File: src/rtl/spmv_mem_req_sched_if.sv
// Bus bundle between the SpMV fetch clients, the request scheduler and the DCP memory port.
// The master modport is the scheduler's view; slave is the view of the clients plus memory.
interface spmv_mem_req_sched_if #(
  parameter int NUM_REQ = 4,
  parameter int TAG_W   = 4,
  parameter int ADDR_W  = 40,
  parameter int RESP_W  = 512
);
  logic [NUM_REQ-1:0]        cl_req_val;
  logic [NUM_REQ-1:0]        cl_req_rdy;
  logic [NUM_REQ*ADDR_W-1:0] cl_req_addr;
  logic [NUM_REQ*TAG_W-1:0]  cl_req_tag;
  logic                      mem_req_val;
  logic                      mem_req_rdy;
  logic [5:0]                mem_req_transid;
  logic [ADDR_W-1:0]         mem_req_addr;
  logic                      mem_resp_val;
  logic [5:0]                mem_resp_transid;
  logic [RESP_W-1:0]         mem_resp_data;
  logic [NUM_REQ-1:0]        cl_resp_val;
  logic [TAG_W-1:0]          cl_resp_tag;
  logic [RESP_W-1:0]         cl_resp_data;

  modport master (
    input  cl_req_val, cl_req_addr, cl_req_tag, mem_req_rdy,
           mem_resp_val, mem_resp_transid, mem_resp_data,
    output cl_req_rdy, mem_req_val, mem_req_transid, mem_req_addr,
           cl_resp_val, cl_resp_tag, cl_resp_data
  );

  modport slave (
    output cl_req_val, cl_req_addr, cl_req_tag, mem_req_rdy,
           mem_resp_val, mem_resp_transid, mem_resp_data,
    input  cl_req_rdy, mem_req_val, mem_req_transid, mem_req_addr,
           cl_resp_val, cl_resp_tag, cl_resp_data
  );
endinterface

File: src/rtl/spmv_mem_req_sched.sv
// Round-robin scheduler sharing one DCP memory port among SpMV fetch clients:
// allocates transids from a free pool, remembers owner/tag per transid and routes responses back.
module spmv_mem_req_sched #(
  parameter int NUM_REQ = 4,
  parameter int MAX_OUT = 16,
  parameter int TAG_W   = 4,
  parameter int ADDR_W  = 40,
  parameter int RESP_W  = 512
) (
  input  logic                 clk,
  input  logic                 rst_n,
  spmv_mem_req_sched_if.master bus,
  output logic [6:0]           outstanding,
  output logic                 idle,
  output logic                 err_bad_transid
);
  localparam int GW = (NUM_REQ > 1) ? $clog2(NUM_REQ) : 1;
  localparam int SW = (MAX_OUT > 1) ? $clog2(MAX_OUT) : 1;

  typedef enum logic [0:0] {ST_OPEN = 1'b0, ST_LOCKED = 1'b1} state_t;
  state_t state_r, state_next_s;

  logic [MAX_OUT-1:0] busy_r, busy_next_s;
  logic [GW-1:0]      owner_r [MAX_OUT];
  logic [TAG_W-1:0]   tag_r   [MAX_OUT];
  logic [GW-1:0]      rr_ptr_r, lock_gnt_r, rr_gnt_s, gnt_s, cand_s;
  logic [SW-1:0]      lock_slot_r, free_slot_s, slot_s, resp_slot_s;
  logic               rr_found_s, take_s, free_exists_s, req_val_s, hs_s, resp_ok_s;
  logic [NUM_REQ-1:0] cl_req_rdy_s;
  logic [ADDR_W-1:0]  req_addr_s;
  logic [TAG_W-1:0]   req_tag_s;
  logic [6:0]         outstanding_r;
  logic               err_r;
  logic [NUM_REQ-1:0] resp_val_r;
  logic [TAG_W-1:0]   resp_tag_r;
  logic [RESP_W-1:0]  resp_data_r;

  // Lowest free slot and round-robin candidate search.
  always_comb begin
    free_slot_s   = '0;
    free_exists_s = 1'b0;
    for (int i = MAX_OUT - 1; i >= 0; i--) begin
      free_exists_s = free_exists_s | ~busy_r[i];
      free_slot_s   = busy_r[i] ? free_slot_s : SW'(i);
    end
    rr_gnt_s   = rr_ptr_r;
    rr_found_s = 1'b0;
    cand_s     = '0;
    take_s     = 1'b0;
    for (int k = 0; k < NUM_REQ; k++) begin
      cand_s     = GW'((int'(rr_ptr_r) + k) % NUM_REQ);
      take_s     = ~rr_found_s & bus.cl_req_val[cand_s];
      rr_gnt_s   = take_s ? cand_s : rr_gnt_s;
      rr_found_s = rr_found_s | take_s;
    end
  end

  // Request path: a locked grant holds client, transid and address until accepted.
  always_comb begin
    gnt_s        = (state_r == ST_LOCKED) ? lock_gnt_r : rr_gnt_s;
    slot_s       = (state_r == ST_LOCKED) ? lock_slot_r : free_slot_s;
    req_val_s    = (state_r == ST_LOCKED) | ((|bus.cl_req_val) & free_exists_s);
    hs_s         = req_val_s & bus.mem_req_rdy;
    req_addr_s   = '0;
    req_tag_s    = '0;
    for (int i = 0; i < NUM_REQ; i++) begin
      req_addr_s = (gnt_s == GW'(i)) ? bus.cl_req_addr[i*ADDR_W +: ADDR_W] : req_addr_s;
      req_tag_s  = (gnt_s == GW'(i)) ? bus.cl_req_tag[i*TAG_W +: TAG_W] : req_tag_s;
    end
    cl_req_rdy_s        = '0;
    cl_req_rdy_s[gnt_s] = hs_s;
  end

  // Lock FSM next state: stalled requests may not be retracted.
  always_comb begin
    state_next_s = state_r;
    case (state_r)
      ST_OPEN:   state_next_s = (req_val_s & ~bus.mem_req_rdy) ? ST_LOCKED : ST_OPEN;
      ST_LOCKED: state_next_s = bus.mem_req_rdy ? ST_OPEN : ST_LOCKED;
      default:   state_next_s = ST_OPEN;
    endcase
  end

  // Lock FSM state register.
  always_ff @(posedge clk) begin
    if (!rst_n) state_r <= ST_OPEN;
    else        state_r <= state_next_s;
  end

  // Capture the stalled grant when the lock is taken.
  always_ff @(posedge clk) begin
    if (!rst_n) begin
      lock_gnt_r  <= '0;
      lock_slot_r <= '0;
    end else if ((state_r == ST_OPEN) && (state_next_s == ST_LOCKED)) begin
      lock_gnt_r  <= rr_gnt_s;
      lock_slot_r <= free_slot_s;
    end
  end

  // Slot bookkeeping: an allocation and a free never target the same slot.
  always_comb begin
    resp_slot_s = bus.mem_resp_transid[SW-1:0];
    resp_ok_s   = bus.mem_resp_val && (int'(bus.mem_resp_transid) < MAX_OUT) && busy_r[resp_slot_s];
    busy_next_s = (busy_r | (MAX_OUT'(hs_s) << slot_s)) & ~(MAX_OUT'(resp_ok_s) << resp_slot_s);
  end

  // Slot table, RR pointer, counters and registered response path.
  always_ff @(posedge clk) begin
    if (!rst_n) begin
      busy_r        <= '0;
      rr_ptr_r      <= '0;
      outstanding_r <= 7'd0;
      err_r         <= 1'b0;
      resp_val_r    <= '0;
      resp_tag_r    <= '0;
      resp_data_r   <= '0;
      for (int i = 0; i < MAX_OUT; i++) begin
        owner_r[i] <= '0;
        tag_r[i]   <= '0;
      end
    end else begin
      busy_r        <= busy_next_s;
      outstanding_r <= outstanding_r + 7'(hs_s) - 7'(resp_ok_s);
      if (hs_s) begin
        owner_r[slot_s] <= gnt_s;
        tag_r[slot_s]   <= req_tag_s;
        rr_ptr_r        <= (gnt_s == GW'(NUM_REQ - 1)) ? '0 : gnt_s + GW'(1);
      end
      resp_val_r <= resp_ok_s ? (NUM_REQ'(1'b1) << owner_r[resp_slot_s]) : '0;
      if (resp_ok_s) begin
        resp_tag_r  <= tag_r[resp_slot_s];
        resp_data_r <= bus.mem_resp_data;
      end
      if (bus.mem_resp_val && !resp_ok_s) err_r <= 1'b1;
    end
  end

  assign bus.cl_req_rdy      = cl_req_rdy_s;
  assign bus.mem_req_val     = req_val_s;
  assign bus.mem_req_transid = 6'(slot_s);
  assign bus.mem_req_addr    = req_addr_s;
  assign bus.cl_resp_val     = resp_val_r;
  assign bus.cl_resp_tag     = resp_tag_r;
  assign bus.cl_resp_data    = resp_data_r;
  assign outstanding         = outstanding_r;
  assign idle                = (outstanding_r == 7'd0) && (state_r == ST_OPEN);
  assign err_bad_transid     = err_r;
endmodule

File: src/flat_wrapper.sv
// flat-port wrapper written by rule: the top's interface ports become plain ports
module spmv_mem_req_sched_flat 
#(
  parameter int NUM_REQ = 4,
  parameter int MAX_OUT = 16,
  parameter int TAG_W   = 4,
  parameter int ADDR_W  = 40,
  parameter int RESP_W  = 512
)
  (clk, rst_n, outstanding, idle, err_bad_transid, bus_cl_req_val, bus_cl_req_addr, bus_cl_req_tag, bus_mem_req_rdy, bus_mem_resp_val, bus_mem_resp_transid, bus_mem_resp_data, bus_cl_req_rdy, bus_mem_req_val, bus_mem_req_transid, bus_mem_req_addr, bus_cl_resp_val, bus_cl_resp_tag, bus_cl_resp_data);
  spmv_mem_req_sched_if #(.NUM_REQ(NUM_REQ), .TAG_W(TAG_W), .ADDR_W(ADDR_W), .RESP_W(RESP_W)) bus_i ();
  input  logic clk;
  input  logic rst_n;
  output logic [6:0] outstanding;
  output logic idle;
  output logic err_bad_transid;
  input wire logic [$bits(bus_i.cl_req_val)-1:0] bus_cl_req_val;
  input wire logic [$bits(bus_i.cl_req_addr)-1:0] bus_cl_req_addr;
  input wire logic [$bits(bus_i.cl_req_tag)-1:0] bus_cl_req_tag;
  input wire logic [$bits(bus_i.mem_req_rdy)-1:0] bus_mem_req_rdy;
  input wire logic [$bits(bus_i.mem_resp_val)-1:0] bus_mem_resp_val;
  input wire logic [$bits(bus_i.mem_resp_transid)-1:0] bus_mem_resp_transid;
  input wire logic [$bits(bus_i.mem_resp_data)-1:0] bus_mem_resp_data;
  output wire logic [$bits(bus_i.cl_req_rdy)-1:0] bus_cl_req_rdy;
  output wire logic [$bits(bus_i.mem_req_val)-1:0] bus_mem_req_val;
  output wire logic [$bits(bus_i.mem_req_transid)-1:0] bus_mem_req_transid;
  output wire logic [$bits(bus_i.mem_req_addr)-1:0] bus_mem_req_addr;
  output wire logic [$bits(bus_i.cl_resp_val)-1:0] bus_cl_resp_val;
  output wire logic [$bits(bus_i.cl_resp_tag)-1:0] bus_cl_resp_tag;
  output wire logic [$bits(bus_i.cl_resp_data)-1:0] bus_cl_resp_data;
  assign bus_i.cl_req_val = bus_cl_req_val;
  assign bus_i.cl_req_addr = bus_cl_req_addr;
  assign bus_i.cl_req_tag = bus_cl_req_tag;
  assign bus_i.mem_req_rdy = bus_mem_req_rdy;
  assign bus_i.mem_resp_val = bus_mem_resp_val;
  assign bus_i.mem_resp_transid = bus_mem_resp_transid;
  assign bus_i.mem_resp_data = bus_mem_resp_data;
  assign bus_cl_req_rdy = bus_i.cl_req_rdy;
  assign bus_mem_req_val = bus_i.mem_req_val;
  assign bus_mem_req_transid = bus_i.mem_req_transid;
  assign bus_mem_req_addr = bus_i.mem_req_addr;
  assign bus_cl_resp_val = bus_i.cl_resp_val;
  assign bus_cl_resp_tag = bus_i.cl_resp_tag;
  assign bus_cl_resp_data = bus_i.cl_resp_data;
  spmv_mem_req_sched #(.NUM_REQ(NUM_REQ), .MAX_OUT(MAX_OUT), .TAG_W(TAG_W), .ADDR_W(ADDR_W), .RESP_W(RESP_W)) u_core (.clk(clk), .rst_n(rst_n), .bus(bus_i), .outstanding(outstanding), .idle(idle), .err_bad_transid(err_bad_transid));
endmodule
File: config.mk
export PLATFORM = sky130hd
export DESIGN_NAME = spmv_mem_req_sched_flat
export DESIGN_NICKNAME = d
export VERILOG_FILES = /design/src/rtl/spmv_mem_req_sched_if.sv /design/src/rtl/spmv_mem_req_sched.sv /design/src/flat_wrapper.sv
export SDC_FILE = /design/constraint.sdc
export NUM_CORES = 1
export LEC_CHECK = 0
export BUFFER_PORTS_ARGS = -buffer_cell sky130_fd_sc_hd__clkbuf_2
export CAP_MARGIN = 20
export CELL_PAD_IN_SITES_DETAIL_PLACEMENT = 1
export CELL_PAD_IN_SITES_GLOBAL_PLACEMENT = 2
export CORE_AREA = 4 4 502 504
export DETAILED_ROUTE_END_ITERATION = 10
export DIE_AREA = 0 0 506 508
export PLACE_DENSITY_LB_ADDON = 0.1
export SLEW_MARGIN = 20
export SYNTH_ARGS = -nofsm -noshare
export SYNTH_HDL_FRONTEND = slang
export SYNTH_SLANG_ARGS = --single-unit
File: constraint.sdc
create_clock -name clk -period 4.05 [get_ports clk]
set_clock_uncertainty 0.05 [all_clocks]
set_input_delay 0.2025 -clock clk [delete_from_list [all_inputs] [get_ports clk]]
set_output_delay 0.2025 -clock clk [all_outputs]
set_load 0.05 [all_outputs]
[After elaboration in Yosys (flattened, before gate mapping)]
Memories as Yosys holds them, arrays and structs flattened. A register that Yosys moved wholly into a read port is not among the register bits.
Index checks and enable logic that the tools add are counted.
Operators by class
  $add $sub $neg: 6
  magnitude comparators: 8
  eq/ne operators: 3
  shifts and indexed selects: 3
  multiplexer cells: 55
  bitwise operators: 49
  reductions and logical operators: 14
Operator list (number)
  40-bit two-way mux: 4
  4-bit two-way mux: 24
  1-bit by 4-bit left shift with 16-bit output: 2
  1-bit NOT: 21
  1-bit OR: 18
  16-bit AND: 1
  16-bit NOT: 1
  16-bit OR: 1
  2-bit by 3-bit less-than comparator with 1-bit output, second input constant: 5
  1-bit two-way mux: 14
  2-bit two-way mux: 6
  1-bit binary-select mux with 2-bit select: 4
  4-bit OR reduction: 2
  7-bit by 1-bit adder with 7-bit output: 1
  7-bit logical NOT: 1
  7-bit by 1-bit subtractor with 7-bit output: 1
  1-bit AND: 6
  1-bit logical AND: 6
  6-bit by 5-bit less-than comparator with 1-bit output, second input constant: 1
  4-bit by 5-bit less-than comparator with 1-bit output, second input constant: 1
  2-bit by 1-bit adder with 2-bit output, second input constant: 2
  2-bit adder, second input constant: 2
  4-bit AND: 1
  1-bit binary-select mux with 4-bit select: 1
  10 further kinds: 12
Word-level totals
  flip-flop bits (word level): 549
  memory bits (writable): 96
  input port bits: 702
  memories: 2
Memories
  u_core.tag_r: depth 16, bits a word 4, rd ports 1, clocked after Yosys merged registers in 1, write ports 16, RTL line spmv_mem_req_sched.sv:25  | logic [TAG_W-1:0] tag_r [MAX_OUT];
  u_core.owner_r: depth 16, bits a word 2, rd ports 1, clocked after Yosys merged registers in 0, write ports 16, RTL line spmv_mem_req_sched.sv:24  | logic [GW-1:0] owner_r [MAX_OUT];

[Depth between registers and ports, before layout]
Gate-level depths: netlist (run 1).
  depth after elaboration: 24
  mapped depth: 19
  depth with buffers taken out: 16

[Least setup slack after synthesis (run 1)]
No wires, ideal clock.
  kind: register -> output
  start: register u_core.rr_ptr_r[0]
  end: output port bus_mem_req_addr[39]
  arrival: 3.439 ns
  data required time: 3.798 ns
  setup slack: 0.359 ns
  cell stages (with the launch flop): 14
  buffers on the path: 3
  cells stage by stage: dfxtp_1 -> nor2b_1 -> a21o_1 -> a211oi_1 -> mux2i_1 -> clkbuf_1 -> inv_1 -> ha_1 -> clkbuf_1 -> clkbuf_1 -> a22oi_1 -> nor2_1 -> a21oi_1 -> o21ai_0
Between the ends
  longest elaborated chain between the ends: 17
  elaborated cells on any way between the ends: 31
  classes of those cells: 3 x add/sub; 3 x eq/ne; 16 x mux; 8 x bitwise; 1 x reduce/logical
RTL lines
  start, declared: RTL line spmv_mem_req_sched.sv:26  | logic [GW-1:0] rr_ptr_r, lock_gnt_r, rr_gnt_s, gnt_s, cand_s;
  start signal, assigned: RTL line spmv_mem_req_sched.sv:128  | rr_ptr_r <= (gnt_s == GW'(NUM_REQ - 1)) ? '0 : gnt_s + GW'(1);
  2-bit by 1-bit adder with 2-bit output / 1-bit binary-select mux with 2-bit select (equally long branches): RTL line spmv_mem_req_sched.sv:51, spmv_mem_req_sched.sv:52
  1-bit binary-select mux with 2-bit select / 1-bit two-way mux (equally long branches): RTL line spmv_mem_req_sched.sv:52  | take_s = ~rr_found_s & bus.cl_req_val[cand_s];
  1-bit two-way mux (implied by the code) / 1-bit NOT (equally long branches): RTL line spmv_mem_req_sched.sv:52
  1-bit AND: RTL line spmv_mem_req_sched.sv:52
  1-bit OR: RTL line spmv_mem_req_sched.sv:54  | rr_found_s = rr_found_s | take_s;
  1-bit NOT: RTL line spmv_mem_req_sched.sv:52
  1-bit AND: RTL line spmv_mem_req_sched.sv:52
  1-bit OR: RTL line spmv_mem_req_sched.sv:54
  1-bit NOT: RTL line spmv_mem_req_sched.sv:52
  1-bit AND: RTL line spmv_mem_req_sched.sv:52
  2-bit two-way mux *: RTL line spmv_mem_req_sched.sv:53  | rr_gnt_s = take_s ? cand_s : rr_gnt_s;
  2-bit two-way mux *: RTL line spmv_mem_req_sched.sv:60  | gnt_s = (state_r == ST_LOCKED) ? lock_gnt_r : rr_gnt_s;
  named net u_core.gnt_s[0]: RTL line spmv_mem_req_sched.sv:26
  2-bit logical NOT: RTL line spmv_mem_req_sched.sv:67  | req_addr_s = (gnt_s == GW'(i)) ? bus.cl_req_addr[i*ADDR_W +: ADDR_W] : req_addr_s;
  40-bit two-way mux (3 in a row): RTL line spmv_mem_req_sched.sv:67
  40-bit two-way mux *: RTL line spmv_mem_req_sched.sv:67
  end, declared: RTL line flat_wrapper.sv:27  | output wire logic [$bits(bus_i.mem_req_addr)-1:0] bus_mem_req_addr;
Mark *: on every way through the listed nets, which the timed path passes. The rest lies on a longest branch. The select of a mux whose other input is x is not followed.

[Final worst setup path (run 1)]
  start: register u_core.rr_ptr_r[0]
  end: output port bus_mem_req_addr[7]
The elaborated chain is that of the path after synthesis.

==> impl_metrics.toml, run 1 <==
[outcome]
status = "finished clean"

[setup_path]
crit_slowest_cell = "dfxtp_1"
cp_max_fo = 42
reg2reg_depth = 13
start_kind = "flop"
cp_slowest_stage_delay_ps = 380
r2r_slack_ps = 610
crit_arrival_ps = 3490
cp.required_ps = 3800
crit-reg2reg-launch = "u_core.busy_r[1]"
critPathCaptureType = "output port"
critPathKind = "reg -> out"
cp_cell_sequence = "nor2b_1 > a21o_1 > a211oi_2 > mux2i_4 > inv_1 > ha_4 > buf_6 > nor2_1 > a21oi_1 > nor2_1 > a21oi_1 > o21ai_0 > buf_12"
rr_endpoint = "u_core.outstanding[6]"

[pwr]
swShare_pct = 31.53
clkPwrFrac_pct = 44.5
pwr-share-comb_pct = 20.9
p_seq_share_pct = 34.6
p_int_w = 0.01347
power.density_nw_per_um2 = 426.8
vdd_ir_drop_max_mv = 0.3313
total_leakage_power_nw = 18.61
p_sw_w = 0.006201

[drt]
wirelength_um = 184100
viasPerCell = 3.470
dr_total_vias = 28810
wl_met2_um = 90390
top_layer = "met5"
wl_met3_um = 14490
drcViolationCount = 0
final_antenna_net_count = 0
drt_iter0_drc = 895
drt-met1-wl_um = 73740
dr.pass1.iters = 4
avgRoutedWirePerCell_um = 22.17

[logic_synthesis]
synth_edf_count = 96
avgSynthCellArea_um2 = 8.550
synthCells = 3152
synthDistinctLibCells = 62
synthArstFlopShare_pct = 0
synth-seq-area-share_pct = 51.78
yosys_warnings = 0
ys_ff_latch = 649
synth_ff_type = "dfxtp_1"
netlist_area_um2 = 26950

[floorplan]
die_y_um = 508
initial_utilization_pct = 10.88
fp-row-count = 183
die_area_um2 = 257000
core_area_um2 = 247700
die_w_um = 506
ios = 1282

[global_route]
grt-ovfl-total = 0
grt_antenna_before_repair = 82
grt_max_degree = 178
grt_pass1_vias = 31040
grt_usage_pct = 13.75
grt_pass1_wl_um = 252300

[sta]
finalSetupTns_ps = 0
rsz0062_at_grt = "no"
drv_slew = 0
hold_viol = 0
fmax_mhz = 267.2
slew_headroom_pct = 13.90
period_needed_ps = 3743
setup_viol = 0
tightest_slew_ps = 1292
fin_crit_sh_pct = 92.41

[cts]
cts_tree = "done"
cts_buffers = 99
clock-sinks = 649
worstSkewPairLatency_ps = 710
htree_levels = 3
clockBufferDepth = 3
clk_pin_slew_worst_paths_ps = 60
ctsRootBufferMaster = "clkbuf_16"

[place]
portBuffers = 1279
gp_congestion = 0.7625
dpl.hpwl_um = 140200

[layout]
fin_nets = 5591
final_common_cell = "clkbuf_2"
final_cell_mix = "clkbuf_2 (1,243), nand2_1 (1,140), dfxtp_1 (553), dlygate4sd3_1 (523), a21boi_1 (511)"
utilization_pct = 18.60
final_layout_size_suffix_gt1_share_pct = 30.73
syn_to_final_growth_pct = 70.99

[worst_hold_path]
holdPathEnd = "u_core.busy_r[5]"
hp-class = "in -> reg"
min_path_cells = 4
holdCritStartpoint = "bus_mem_resp_transid[0]"

[run]
maxCapViolCount = 0
[registers in the layout (all words and copies together) (netlist names)]
name	cells
u_core.rr_ptr_r	2
u_core.tag_r	64
u_core.bus.cl_resp_tag	4
u_core.bus.cl_resp_data	512
u_core.lock_gnt_r	2
u_core.owner_r	32
u_core.outstanding	7
u_core.lock_slot_r	4
u_core.bus.cl_resp_val	4
u_core.state_r	1
u_core.busy_r	16
u_core.err_bad_transid	1
[power by group through the flow]
| stage | logic (W) | registers, W | clock network (W) |
|---|---|---|---|
| 3_3_place_gp | 0.00372 | 0.00695 | 0 |
| 3_5_place_dp | 0.00369 | 0.00695 | 0 |
| 5_1_grt | 0.00445 | 0.00683 | 0.00948 |
| 6_report | 0.00411 | 0.00681 | 0.00875 |
| 2_1_floorplan | 0.00158 | 0.00734 | 0 |
| 4_1_cts | 0.00424 | 0.00681 | 0.00928 |
[Yosys cell counts, types with 2 or more instances]
cell type / n / area share, %
buf_1: 4 / 0.056
xor2_1: 2 / 0.065
a21oi_1: 94 / 1.7
a211oi_2: 2 / 0.093
clkbuf_1: 114 / 1.6
a22oi_1: 10 / 0.28
nand2_1: 1140 / 16
a211o_1: 2 / 0.065
buf_2: 96 / 1.8
a31oi_1: 16 / 0.37
nor3b_1: 2 / 0.056
ha_1: 13 / 0.60
o21a_1: 2 / 0.056
buf_6: 2 / 0.084
o22ai_1: 2 / 0.046
mux2i_1: 5 / 0.19
inv_1: 20 / 0.28
nand4_1: 5 / 0.12
buf_4: 25 / 0.70
a21o_1: 2 / 0.056
a21boi_1: 511 / 14
mux2_1: 5 / 0.21
a211oi_1: 2 / 0.056
or3_1: 4 / 0.093
mux4_2: 26 / 2.2
and3_1: 11 / 0.26
nor2_1: 181 / 2.5
nor3_2: 2 / 0.074
nand2b_1: 24 / 0.56
inv_2: 2 / 0.028
a221oi_1: 4 / 0.13
and4_1: 3 / 0.098
nor3_1: 27 / 0.50
nor2b_1: 19 / 0.44
edfxtp_1: 96 / 11
a21boi_0: 7 / 0.19
nand3_1: 11 / 0.20
o21ai_0: 75 / 1.4
nor3b_2: 2 / 0.093
o2111ai_1: 3 / 0.098
and2_1: 6 / 0.14
dfxtp_1: 553 / 41
[metrics by stage]
stage                     hold slack (ps)  area [um^2]  worst slack [ps]  power [W]  instances
after floorplan                     291.7        26950             358.8   0.008924       3153
after global placement              380.8        37490             469.8    0.01067       7577
after detailed placement            383.9        37490             444.9    0.01064       7577
after CTS                           16.57        46000             4.852    0.02033       8280
after global routing                117.6        46060             2.471    0.02076       8295
final                               97.74        46080             307.3    0.01967       8303
[worst max-delay path by stage]
stage	endpoint	cells after the start	slack, ps	startpoint
detailed placement	u_core.tag_r[5][3]	12	440	bus_cl_req_val[0]
floorplan	bus_mem_req_addr[39]	13	360	u_core.rr_ptr_r[0]
CTS	bus_mem_req_addr[20]	11	5	u_core.rr_ptr_r[1]
finish	bus_mem_req_addr[7]	13	310	u_core.rr_ptr_r[0]
global placement	u_core.tag_r[5][3]	13	470	bus_cl_req_val[2]
global route	bus_mem_req_addr[19]	14	2	u_core.rr_ptr_r[1]
[cells by family (layout without fill, tap and decap cells)]
logic type | count (synthesis) | after routing | synth area share (%)
and+or+nand+nor | 1445 | 1445 | 21.26
AOI/OAI and AO/OA | 739 | 739 | 19.04
DFF | 649 | 649 | 51.78
buffers and inverters | 264 | 2064 | 4.527
muxes | 37 | 37 | 2.609
adders and majority gates | 14 | 14 | 0.6779
xor gates and xnor gates | 3 | 3 | 0.09752
other | 1 | 22 | 0.01391
[critical path: cells and delay by family, from the launching register on]
| family | cells | cell delay [ps] |
|---|---|---|
| AOI/OAI and AO/OA | 5 | 1050 |
| buffers and inverters | 3 | 720 |
| DFF | 1 | 380 |
| adders and majority gates | 1 | 240 |
| and+or+nand+nor | 3 | 210 |
| muxes | 1 | 210 |
[layout make-up]
class,count,area [um^2]
well taps,3330,4167
inverters,23,93.84
fillers,29390,201700
clock inverters,26,321.6
diodes,20,50.05
multi-input cells,2240,11840
repair buffers,1862,12750
flip-flops and latches,649,13950
clock buffers,153,2912
[routing by layer]
layer	track usage, %	vias up
met5	0	-
met4	4.113	20
met3	4.694	270
met2	24.07	944
met1	15.75	13670
li1	-	13910
[repair_timing]
item	in CTS	in global routing
cloned	0	0
setup buffers	1	3
hold buffers	523	0
endpoints found under the setup margin	40	28
resized for setup	5	11
hold endpoints to repair	577	0
Note: power is estimated with default switching activity, not from simulation.
==> inputs of run 2 (changes only) <==
--- a/config.mk
+++ b/config.mk
@@ -14,6 +14,7 @@
 export DIE_AREA = 0 0 506 508
 export PLACE_DENSITY_LB_ADDON = 0.1
-export SLEW_MARGIN = 20
+export SLEW_MARGIN = 30
 export SYNTH_ARGS = -nofsm -noshare
 export SYNTH_HDL_FRONTEND = slang
 export SYNTH_SLANG_ARGS = --single-unit
+export TNS_END_PERCENT = 30
==> constraint.sdc (replaced) <==
create_clock -name clk -period 4.05 [get_ports clk]
set_clock_uncertainty 0.05 [all_clocks]
set_input_delay 0.405 -clock clk [delete_from_list [all_inputs] [get_ports clk]]
set_output_delay 0.405 -clock clk [all_outputs]
set_load 0.05 [all_outputs]
==> impl_metrics.toml, run 2 (synthesis results as in run 1) <==
[outcome]
status = "finished clean"

[layout]
largest_reg_flops = 512
multi_input_area_um2 = 11840
syn_to_final_growth_pct = 71.54
fillers = 29320
final_common_cell = "clkbuf_2"
fin_nets = 5592
final_cell_mix = "clkbuf_2 (1,240), nand2_1 (1,140), dfxtp_1 (553), dlygate4sd3_1 (513), a21boi_1 (511)"
stdcell_area_um2 = 46230
final_layout_size_suffix_gt1_share_pct = 31.13
regArea_um2 = 13950

[setup_path]
crit_buf_inv = 2
start_kind = "flop"
crit_slowest_cell = "dfxtp_1"
critPathKind = "reg -> out"
crit_arrival_ps = 3260
path_delay_family = "compound AO/OA/AOI/OAI gates"
cp_slowest_stage_delay_ps = 360
cp.required_ps = 3600
cp_max_fo = 44
cp_cell_sequence = "nor3_1 > a31o_2 > o21ai_1 > mux2i_2 > ha_2 > buf_12 > nand2_1 > nor2_1 > a21oi_1 > nor2_1 > a21oi_1 > o21ai_0 > buf_12"
critPathCaptureType = "output port"

[cts]
clockBufferDepth = 3
htree_levels = 3
worstSkewPairLatency_ps = 710
ctsRootBufferMaster = "clkbuf_16"
cts_buffers = 98
clk_pin_slew_worst_paths_ps = 60
clock-sinks = 649
cts_tree = "done"

[drt]
drt_iter0_drc = 952
dr_total_vias = 28870
avgRoutedWirePerCell_um = 22.19
dr.pass1.iters = 5
drcViolationCount = 0
final_antenna_net_count = 0
wirelength_um = 184300
drt-met1-wl_um = 73760
viasPerCell = 3.475
wl_met2_um = 90830
top_layer = "met5"
wl_met3_um = 14330

[pwr]
total_leakage_power_nw = 18.70
vdd_ir_drop_max_mv = 0.3137
power.density_nw_per_um2 = 429.4

[place]
portBuffers = 1279
dpl-instance-area_um2 = 37600
pre_cts_ws_ps = 335.2
gp_congestion = 0.7764
dpl.hpwl_um = 140000

[global_route]
grt_antenna_before_repair = 95
grt_pass1_wl_um = 252500
grt_max_degree = 177
grt_usage_pct = 13.74
grt-ovfl-total = 0
grt_pass1_vias = 31030

[floorplan]
die_area_um2 = 257000
die_w_um = 506
fp-row-count = 183
core_area_um2 = 247700
die_y_um = 508
initial_utilization_pct = 10.88
ios = 1282

[sta]
drv_slew = 0
worst_hold_slack_ps = 107.0
fmax_mhz = 269.4
period_needed_ps = 3712
layout_setup_ws_ps = 337.6
hold_viol = 0
tightest_slew_ps = 830.6
slew_headroom_pct = 44.62
rsz0062_at_grt = "yes"
fin_crit_sh_pct = 91.66
setup_viol = 0

[run]
maxCapViolCount = 0

[worst_hold_path]
hp-class = "in -> reg"
[run 2: power breakdown]
group          switching, W  internal (W)  leakage [nW]
clock network       0.00366       0.00523          1.59
registers         0.0000999       0.00671          5.46
logic               0.00250       0.00165          11.6
[run 2: metrics by stage]
step / power (W) / cells / setup TNS (ps) / util, %
after floorplan: 0.008924 / 3153 / 0 / -
after global routing: 0.02094 / 8297 / -71.72 / 18.65
after detailed placement: 0.01067 / 7584 / 0 / 15.18
after global placement: 0.01069 / 7584 / 0 / 15.17
final: 0.01985 / 8307 / 0 / 18.66
after CTS: 0.02049 / 8278 / 0 / 18.58
[run 2: area by class of cell]
cell class | instances | area share (%)
flip-flops and latches | 649 | 30.18
inverters | 23 | 0.2057
clock buffers | 148 | 6.147
well taps | 3330 | 9.013
multi-input cells | 2240 | 25.60
clock inverters | 30 | 0.9229
repair buffers | 1864 | 27.80
diodes | 23 | 0.1245
[run 2: routing by layer]
metal | track usage (%) | up-vias
met5 | 0 | -
met4 | 3.988 | 34
met3 | 4.744 | 306
met2 | 24.10 | 943
met1 | 15.73 | 13660
li1 | - | 13920
[run 2: worst min-delay path, delay by kind of cell]
| kind | cells | cell delay (ps) |
|---|---|---|
| and+or+nand+nor | 1 | 40 |
| AOI/OAI and AO/OA | 1 | 140 |
| buffers and inverters | 1 | 200 |
[run 2: path summary, 6_finish.rpt]
path / to / depth (start not counted) / slack, ps / startpoint
setup / recovery: bus_mem_req_addr[24] / 13 / 340 / u_core.rr_ptr_r[1]
hold / removal: u_core.busy_r[11] / 3 / 110 / rst_n
setup reg to reg: u_core.outstanding[6] / 13 / 370 / u_core.busy_r[3]
hold reg to reg: u_core.bus.cl_resp_data[54] / 2 / 400 / u_core.bus.cl_resp_data[54]
[run 2: what timing repair did]
action,in CTS,in global routing
resized for setup,6,22
buffers inserted,3,3
pin swaps,1,1
endpoints found under the setup margin,40,36
endpoints found under the hold margin,513,0
hold buffers,513,0
==> inputs of run 3 (changes only) <==
CORE_AREA = 4 4 494 496   (was 4 4 502 504)
DIE_AREA = 0 0 498 500   (was 0 0 506 508)
clock period = 3.23 ns   (was 4.05 ns; I/O delays follow)
==> impl_metrics.toml, run 3 (synthesis results as in run 1) <==
[sta]
rsz0062_at_grt = "yes"
hold_viol = 0
layout_setup_ws_ps = -198.1
period_needed_ps = 3428
fin_crit_sh_pct = 106.1
tightest_slew_ps = 848.5
setup_viol = 40
fmax_mhz = 291.7
finalSetupTns_ps = -5918
drv_slew = 0
slew_headroom_pct = 43.43

[setup_path]
crit_start = "u_core.rr_ptr_r[0]"
crit_buf_inv = 5
critPathCaptureType = "output port"
crit_slowest_cell = "dfxtp_4"
critPathKind = "reg -> out"
cp_slowest_stage_delay_ps = 370
cp_cell_sequence = "nor2b_4 > a21o_1 > a211oi_2 > mux2i_1 > buf_4 > buf_4 > ha_4 > buf_12 > buf_4 > nor2_1 > a21oi_2 > o21ai_1 > buf_12"
crit_top_cell = "buf_4"
cp.required_ps = 2860
path_delay_family = "buffers and inverters"
crit_arrival_ps = 3060
cp_max_fo = 14
crit-reg2reg-launch = "u_core.busy_r[7]"
r2r_slack_ps = 100
start_kind = "flop"

[pwr]
total_leakage_power_nw = 19.55
vdd_ir_drop_max_mv = 0.3602
total_power_w = 0.02557
power.density_nw_per_um2 = 533.9

[layout]
final_layout_size_suffix_gt1_share_pct = 35.35
syn_to_final_growth_pct = 77.69
fin_nets = 5722
final_common_cell = "clkbuf_2"
largest_reg_flops = 512
final_cell_mix = "clkbuf_2 (1,233), nand2_1 (1,133), dfxtp_1 (551), dlygate4sd3_1 (515), a21boi_1 (511)"
utilization_pct = 19.98
stdcell_area_um2 = 47890

[floorplan]
ios = 1282
die_w_um = 498
fp-row-count = 180
initial_utilization_pct = 11.25
die_y_um = 500
core_area_um2 = 239600
die_area_um2 = 249000

[global_route]
grt_max_degree = 127
grt_usage_pct = 14.08
grt-ovfl-total = 0
grt_pass1_vias = 31570
grt_pass1_wl_um = 252200
grt_antenna_before_repair = 88

[cts]
clock-sinks = 649
worstSkewPairLatency_ps = 720
ctsRootBufferMaster = "clkbuf_16"
htree_levels = 3
cts_tree = "done"
clockBufferDepth = 3
clk_pin_slew_worst_paths_ps = 50
cts_buffers = 99

[drt]
avgRoutedWirePerCell_um = 21.91
viasPerCell = 3.533
wirelength_um = 181700
dr_total_vias = 29300
drcViolationCount = 0
final_antenna_net_count = 0
drt_iter0_drc = 852
dr.pass1.iters = 6

[place]
dpl.hpwl_um = 140100
gp_congestion = 0.7713
dpl-instance-area_um2 = 38490
portBuffers = 1279

[outcome]
violations = "setup timing"
status = "complete, but fails checks"

[worst_hold_path]
hp-class = "in -> reg"
holdCritStartpoint = "bus_mem_resp_transid[1]"

[run]
maxCapViolCount = 0
## run 3: cell types whose count changed in the layout (fill, tap and decap cells not counted), sizes merged, moves of 2 or more
cell | previous run | this run
dlygate4sd3 | 513 | 515
clkbuf | 1388 | 1396
buf | 111 | 240
diode | 23 | 18
bufinv | 6 | 4
## run 3: tightest hold or removal path, cell delays in order
cell and delay, ps:
clkbuf_2 120, nand2b_1 190, o21ai_0 140, nor2_1 80
## run 3: routing by layer
layer | global-route usage (%) | part of all wire (%) | up-vias
li1 | - | - | 14170
met1 | 15.74 | 40 | 13890
met2 | 25.21 | 50 | 926
met3 | 5.045 | 7.5 | 287
met4 | 3.701 | 2.8 | 36
met5 | 0 | 0.12 | -
## run 3: power by group
| group | switching, W | total, W | internal, W |
|---|---|---|---|
| registers | 0.000127 | 0.00854 | 0.00841 |
| logic | 0.00339 | 0.00600 | 0.00261 |
| clock network | 0.00445 | 0.0110 | 0.00658 |
| total | 0.00797 | 0.0256 | 0.0176 |
## run 3: timing repair
action | in CTS | in global routing
pin swaps | 28 | 44
gates resized for setup | 101 | 83
cloned | 4 | 0
hold endpoints to repair | 523 | 0
buffers inserted | 21 | 2
hold buffers | 515 | 0
endpoints found under the setup margin | 48 | 45
## run 3: area by class of cell
| class | instances | area (um^2) |
|---|---|---|
| diodes | 18 | 45.04 |
| clock buffers | 159 | 2954 |
| fillers | 28360 | 191700 |
| flip-flops and latches | 649 | 13960 |
| inverters | 23 | 96.34 |
| repair buffers | 1993 | 14140 |
| clock inverters | 28 | 324.1 |
| well taps | 3185 | 3985 |
| multi-input cells | 2240 | 12380 |
## run 3: path summary, 6_finish.rpt
check | end | depth (start not counted)
hold / removal | u_core.busy_r[10] | 4
hold reg to reg | u_core.bus.cl_resp_data[453] | 2
setup / recovery | bus_mem_req_addr[1] | 13
setup reg to reg | u_core.outstanding[6] | 13
## run 3: stage by stage
stage / hold WS [ps] / setup WS (ps) / instances
2_1_floorplan: 381.1 / -215.9 / 3153
3_3_place_gp: 387.0 / -335.4 / 7553
3_5_place_dp: 393.5 / -238.5 / 7553
4_1_cts: 13.13 / -310.6 / 8278
5_1_grt: 100.6 / -443.1 / 8289
6_report: 124.3 / -198.1 / 8295
